## src/rtl/ling_sub32_pipe.sv

```systemverilog
`default_nettype none
// ============================================================================
//  Module   : ling_sub32_pipe
//  Purpose  : Four-stage pipelined 32-bit subtractor (diff = a - b) computed
//             as a + ~b + 1 on 8-bit slices of chained 4-bit Ling carry
//             blocks, with registered carries between slices and
//             valid/ready handshakes on both sides.
//  Options  : LING_SUB_OVF_EN - when defined, ovf reports signed overflow of
//             a - b; otherwise ovf is tied to 0 and costs no registers.
//  Revision : 1.0 - initial release
// ============================================================================
module ling_sub32_pipe (
    input  logic        clk,
    input  logic        rst,
    input  logic        in_valid,
    output logic        in_ready,
    input  logic [31:0] a,
    input  logic [31:0] b,
    output logic        out_valid,
    input  logic        out_ready,
    output logic [31:0] diff,
    output logic        borrow,
    output logic        ovf
);

    // Subtraction as a + ~b + 1: the chain's first carry-in is always set.
    localparam logic c_CIN = 1'b1;

    // 4-bit Ling block: pseudo-carries h expanded flat, real carry c(i+1) = t(i) & h(i+1).
    function automatic logic [4:0] ling4(input logic [3:0] x, input logic [3:0] y,
                                         input logic ci);
        logic [3:0] g, t, p;
        logic       h1, h2, h3, h4;
        g  = x & y;
        t  = x | y;
        p  = x ^ y;
        h1 = g[0] | ci;
        h2 = g[1] | (t[0] & g[0]) | (t[0] & ci);
        h3 = g[2] | (t[1] & g[1]) | (t[1] & t[0] & g[0]) | (t[1] & t[0] & ci);
        h4 = g[3] | (t[2] & g[2]) | (t[2] & t[1] & g[1]) | (t[2] & t[1] & t[0] & g[0])
                  | (t[2] & t[1] & t[0] & ci);
        return {t[3] & h4,
                p[3] ^ (t[2] & h3),
                p[2] ^ (t[1] & h2),
                p[1] ^ (t[0] & h1),
                p[0] ^ ci};
    endfunction

    // 8-bit slice: lower nibble carry-out feeds the upper nibble block.
    function automatic logic [8:0] ling8(input logic [7:0] x, input logic [7:0] y,
                                         input logic ci);
        logic [4:0] lo, hi;
        lo = ling4(x[3:0], y[3:0], ci);
        hi = ling4(x[7:4], y[7:4], lo[4]);
        return {hi, lo[3:0]};
    endfunction

    // Stage tokens: operand bits still to be consumed, finished diff bits, carry.
    logic        r0_vld, r1_vld, r2_vld, r3_vld, r_out_vld;
    logic [31:0] r0_a, r0_b;
    logic [31:8] r1_a, r1_b;
    logic [31:16] r2_a, r2_b;
    logic [31:24] r3_a, r3_b;
    logic [7:0]  r1_d;
    logic [15:0] r2_d;
    logic [23:0] r3_d;
    logic        r1_c, r2_c, r3_c;
    logic [31:0] r_diff;
    logic        r_borrow;

    logic [8:0]  w_s0, w_s1, w_s2, w_s3;
    logic        w_adv;

    assign w_s0 = ling8(r0_a[7:0],   ~r0_b[7:0],   c_CIN);
    assign w_s1 = ling8(r1_a[15:8],  ~r1_b[15:8],  r1_c);
    assign w_s2 = ling8(r2_a[23:16], ~r2_b[23:16], r2_c);
    assign w_s3 = ling8(r3_a[31:24], ~r3_b[31:24], r3_c);

    // Outputs are masked while rst is high so they read as idle immediately.
    assign out_valid = r_out_vld & ~rst;
    assign diff      = rst ? 32'd0 : r_diff;
    assign borrow    = r_borrow & ~rst;
    assign w_adv     = ~out_valid | out_ready;
    assign in_ready  = w_adv;

    // Valid bits: cleared by reset, shifted forward on every advance.
    always_ff @(posedge clk) begin
        if (rst) begin
            r0_vld    <= 1'b0;
            r1_vld    <= 1'b0;
            r2_vld    <= 1'b0;
            r3_vld    <= 1'b0;
            r_out_vld <= 1'b0;
        end else if (w_adv) begin
            r0_vld    <= in_valid;
            r1_vld    <= r0_vld;
            r2_vld    <= r1_vld;
            r3_vld    <= r2_vld;
            r_out_vld <= r3_vld;
        end
    end

    // Token data: no reset needed, bubble contents are never presented.
    always_ff @(posedge clk) begin
        if (w_adv) begin
            r0_a <= a;
            r0_b <= b;
            r1_a <= r0_a[31:8];
            r1_b <= r0_b[31:8];
            r1_d <= w_s0[7:0];
            r1_c <= w_s0[8];
            r2_a <= r1_a[31:16];
            r2_b <= r1_b[31:16];
            r2_d <= {w_s1[7:0], r1_d};
            r2_c <= w_s1[8];
            r3_a <= r2_a[31:24];
            r3_b <= r2_b[31:24];
            r3_d <= {w_s2[7:0], r2_d};
            r3_c <= w_s2[8];
        end
    end

    // Result register: only real tokens update it, so it holds 0 after reset.
    always_ff @(posedge clk) begin
        if (rst) begin
            r_diff   <= 32'd0;
            r_borrow <= 1'b0;
        end else if (w_adv && r3_vld) begin
            r_diff   <= {w_s3[7:0], r3_d};
            r_borrow <= ~w_s3[8];
        end
    end

`ifdef LING_SUB_OVF_EN
    // Signed overflow: operand signs differ and the result sign departs from a.
    logic r_ovf;
    always_ff @(posedge clk) begin
        if (rst) begin
            r_ovf <= 1'b0;
        end else if (w_adv && r3_vld) begin
            r_ovf <= (r3_a[31] != r3_b[31]) && (w_s3[7] != r3_a[31]);
        end
    end
    assign ovf = r_ovf & ~rst;
`else
    assign ovf = 1'b0;
`endif

endmodule
`default_nettype wire

```

## config.mk

```make
export PLATFORM = sky130hd
export DESIGN_NAME = ling_sub32_pipe
export DESIGN_NICKNAME = d
export VERILOG_FILES = /design/src/rtl/ling_sub32_pipe.sv
export SDC_FILE = /design/constraint.sdc
export NUM_CORES = 1
export LEC_CHECK = 0
export ABC_AREA = 0
export BUFFER_PORTS_ARGS = -buffer_cell sky130_fd_sc_hd__buf_2
export CAP_MARGIN = 20
export CORE_ASPECT_RATIO = 1.2
export CORE_UTILIZATION = 35
export DETAILED_ROUTE_END_ITERATION = 12
export HOLD_SLACK_MARGIN = 0.15
export PLACE_DENSITY_LB_ADDON = 0.08
export SLEW_MARGIN = 40
export SYNTH_ARGS = -nofsm -noshare
export SYNTH_HDL_FRONTEND = slang
export SYNTH_SLANG_ARGS = --single-unit
```

## constraint.sdc

```tcl
create_clock -name clk -period 9.6 [get_ports clk]
set_input_delay 1.44 -clock clk [delete_from_list [all_inputs] [get_ports clk]]
set_output_delay 1.44 -clock clk [all_outputs]
set_load 0.01 [all_outputs]
```

Yosys cells after proc, flatten, opt, wreduce, memory -nomap -nowiden
Index checks and enable logic that the tools add are counted.
{"block": "word_totals", "register_bits": 249, "in_bits": 68, "output_inout_bits": 36, "word_cells": 292}
{"block": "op_classes", "muxes": 1, "bitwise": 269, "n_reduce_logical": 1}
{"cell": "bitwise AND 1 bit", "count": 126}
{"cell": "OR 1 bit", "count": 80}
{"cell": "bitwise AND 4 bit", "count": 8}
{"cell": "2-to-1 mux 32 bit", "count": 1}
{"cell": "inverter 8 bit", "count": 4}
{"cell": "OR 4 bit", "count": 8}
{"cell": "XOR 4 bit", "count": 8}
{"cell": "XOR 1 bit", "count": 31}
{"cell": "inverter 1 bit", "count": 4}
{"cell": "logical AND 1 bit", "count": 1}

Depth between registers and ports, before layout
{"block": "logic_depth", "word_depth": 12, "depth_mapped": 9, "ltp_nobuf": 8}

Worst setup path after synthesis
Ideal clock, no wire load.
{"block": "synth_path", "path_type": "in2out", "start": "in rst", "end": "out in_ready", "arrival_time_ps": 4079, "required_ps": 8160, "path_slack_ps": 4081, "path_stages": 4, "path_buffers": 1, "path_cell_list": "nor2b_1 nor2b_1 buf_4 inv_2"}
{"block": "synth_between", "elab_chain_cells": 4}
{"item": "from (decl)", "line": "14", "source": "input logic rst,"}
{"item": "inverter 1 bit", "line": "80", "source": "assign out_valid = r_out_vld & ~rst;"}
{"item": "bitwise AND 1 bit", "line": "80"}
{"item": "inverter 1 bit", "line": "83", "source": "assign w_adv = ~out_valid | out_ready;"}
{"item": "OR 1 bit", "line": "83"}
{"item": "to (decl)", "line": "16", "source": "output logic in_ready,"}
Every way passes these cells.

Final worst setup path
Ends and elaborated chain as after synthesis.

==> results.cfg <==
[global_route]
gr-usage-met2_pct = 19.6
total_routing_resource_utilization_after_global_routing_pct = 10.5
via_count_of_the_first_global_routing_pass = 4957
grt_start_max_net_pins = 95
most_crowded_layer_after_global_routing = met2
use_met1_pct = 11.2
grt_antenna_before_repair = 0
met3_usage_pct = 3.12
grt_overflow_total = 0
grt_first_pass_wirelength_mm = 23.8

[cells_and_area]
antenna_cells_inserted = 0
fin_nets = 903
layout.area.seq_mm2 = 0.00710
fillers = 2613
layout-area-overhead-vs-synth_pct = 18.5
fraction_of_layout_cells_with_a_size_suffix_above_1_pct = 19.9
multi_input_comb_area_mm2 = 0.00244

[detailed_routing]
routedWlPerCell_um = 13.2
drt_first_pass_iters = 6
drtIter0Drc = 208
detail_route.vias_per_cell = 4.29
route.antenna.remaining_nets = 0
drc_errors = 0
vias = 4917
wirelength_mm = 15.1

[cts]
clock-sinks = 249
numCtsBuffers = 27
tritoncts = done
clock_path_buffers = 3
cts.reportedPaths.clkPinSlew_ns = 0.06
cts_hold_buffers = 0
clock_latency_ns = 0.52
clock_tree.root_cell = clkbuf_16
htree_levels = 1
cts_repair_resize_count = 0
post_cts.repair.setup_buffers = 0

[floorplan]
die_height_um = 186
fp.dieArea_mm2 = 0.0289
initial_standard_cell_utilization_of_the_core_pct = 35.5
placeableCoreArea_mm2 = 0.0278
num_rows = 67
floorplan.io_pins = 104
die_x_um = 155

[power]
ir_drop_v = 0.000124
report.power.total_mw = 2.40
leakagePower_nw = 4.94
power_per_cell_area_mw_per_mm2 = 205

[timing]
setup-tns-final_ns = 0
post-route-min-period_ns = 4.28
relSlewSlack_pct = 49.8
setup_slack_ns = 5.32
fmax_mhz = 233
hold_violations = 0
report.final.slew_viol_count = 0
setup_viol_count_final = 0
rsz0062_at_grt = no
timing.final.crit_share_pct = 44.6
worst_clock_skew_ns = 0.00828
transition_at_the_pin_with_the_smallest_max_transition_slack_ns = 0.753

[setup_path]
critical_path_arrival_ns = 2.84
timing.critical_path.from_type = input pin
path_class = input pin to primary output
critical_path_end_type = primary output
worstPathMaxFanout = 75
critPathRequiredTime_ns = 8.16

[placed_design]
dp_hpwl_mm = 9.88
gp_congestion = 0.734
place.port_buffers = 102
pre_cts_slack_ns = 4.74

[synthesis]
synth_sequential_area_ratio_pct = 71.9
synth-warning-count = 0
yosysUniqueCellTypes = 40
post_synth_instance_area_mm2 = 0.00987
synth_nets = 781
synth-main-ff-cell = edfxtp_1
syn_area_per_cell_um2 = 15.7
synthArstFlopShare_pct = 0
number_of_enable_type_register_cells_in_the_synthesized_netlist = 211
post_synth_inst_count = 628
register_bit_count_reported_by_yosys = 249

[flow_run]
drv_cap = 0

[status]
status = complete, no violations

[hold_path]
class_of_the_worst_hold_path = register to register
logic make-up after synthesis:
group                      share of synthesized area, %
AOI/OAI and AO/OA                                  5.62
xor gates and xnor gates                           1.86
adders and majority gates                          11.4
buffers and inverters                              3.44
DFF                                                71.9
other                                            0.0380
and+or+nand+nor                                    5.77
sequential cells by signal, summed over array words and instances, names as in the netlist, 8 cells and up:
name,cells
r0_b,32
r1_d,8
r1_a,24
r2_b,16
r1_b,24
r3_a,8
r3_b,8
r2_d,16
r3_d,24
r2_a,16
r0_a,32
r_diff,32
stage by stage:
stage | std cells | util [%] | hold WS, ns | area (um2)
finish | 1147 | 42.0 | 0.415 | 11700
global placement | 1099 | 38.9 | 0.401 | 10800
CTS | 1146 | 41.9 | 0.417 | 11700
floorplan | 628 | - | 0.400 | 9870
global route | 1147 | 42.0 | 0.417 | 11700
detailed placement | 1099 | 38.9 | 0.405 | 10800
cell usage after synthesis, drive strengths merged, types with 7 or more instances:
| library cell | instances | share of area, % |
|---|---|---|
| a21oi | 19 | 0.96 |
| fa | 8 | 1.6 |
| o21ai | 9 | 0.46 |
| o22a | 25 | 2.2 |
| nor3 | 7 | 0.35 |
| dfxtp | 38 | 7.7 |
| ha | 77 | 9.8 |
| xor2 | 12 | 1.1 |
| buf | 8 | 0.51 |
| a211oi | 8 | 0.61 |
| inv | 73 | 2.8 |
| xnor2 | 9 | 0.80 |
| edfxtp | 211 | 64 |
| nand2b | 8 | 0.51 |
| nor2b | 37 | 2.3 |
| nor2 | 34 | 1.4 |
| nand2 | 12 | 0.48 |
worst paths after layout:
| path | to | cells past startpoint | slack (ns) | startpoint |
|---|---|---|---|---|
| min | r2_b[31] | 0 | 0.41 | r1_b[31] |
| max | in_ready | 5 | 5.32 | rst |
| max reg2reg | r_diff[30] | 7 | 6.95 | r_out_vld |
| min reg2reg | r2_b[31] | 0 | 0.41 | r1_b[31] |
worst max-delay path, cell delays in order:
cell and delay [ns]:
buf_2 0.21, nor2b_1 0.16, nor2b_2 0.46, inv_8 0.29
buf_2 0.23
cells in the final DEF, fill, tap and decap left out, drive strengths merged, types with 2 or more instances in the layout:
cell type / count
a211oi: 8
a21boi: 2
a21oi: 19
a2bb2oi: 2
a31oi: 3
buf: 104
bufinv: 2
clkbuf: 34
clkinv: 12
dfxtp: 38
edfxtp: 211
fa: 8
ha: 77
inv: 73
nand2: 12
nand2b: 8
nor2: 34
nor2b: 37
nor3: 7
nor4: 3
o21ai: 9
o21ba: 2
o21bai: 4
o22a: 25
or3: 2
xnor2: 9
xor2: 12
cell type report:
type	count	area share (%)
clock buffers	33	6.14
clock inverters	14	1.14
inverters	73	2.41
multi-input cells	294	20.8
flip-flops and latches	249	60.7
well taps	379	4.05
repair buffers	105	4.78
layer usage:
| metal | share of wire (%) | wire length (um) | vias to the layer above |
|---|---|---|---|
| met5 | 0 | 0 | - |
| met4 | 1.9 | 285 | 0 |
| met3 | 6.7 | 1020 | 21 |
| met2 | 51 | 7730 | 107 |
| met1 | 40 | 6060 | 2332 |
| li1 | - | - | 2457 |
power breakdown:
group          switching (mW)  leakage, nW  internal (mW)  total, mW
clock network           0.395        0.426          0.584      0.979
logic                  0.0617         1.97         0.0578      0.119
registers              0.0318         2.54           1.27       1.31
total                   0.489         4.94           1.92       2.40
No activity file was read; power rests on OpenSTA's default activity.
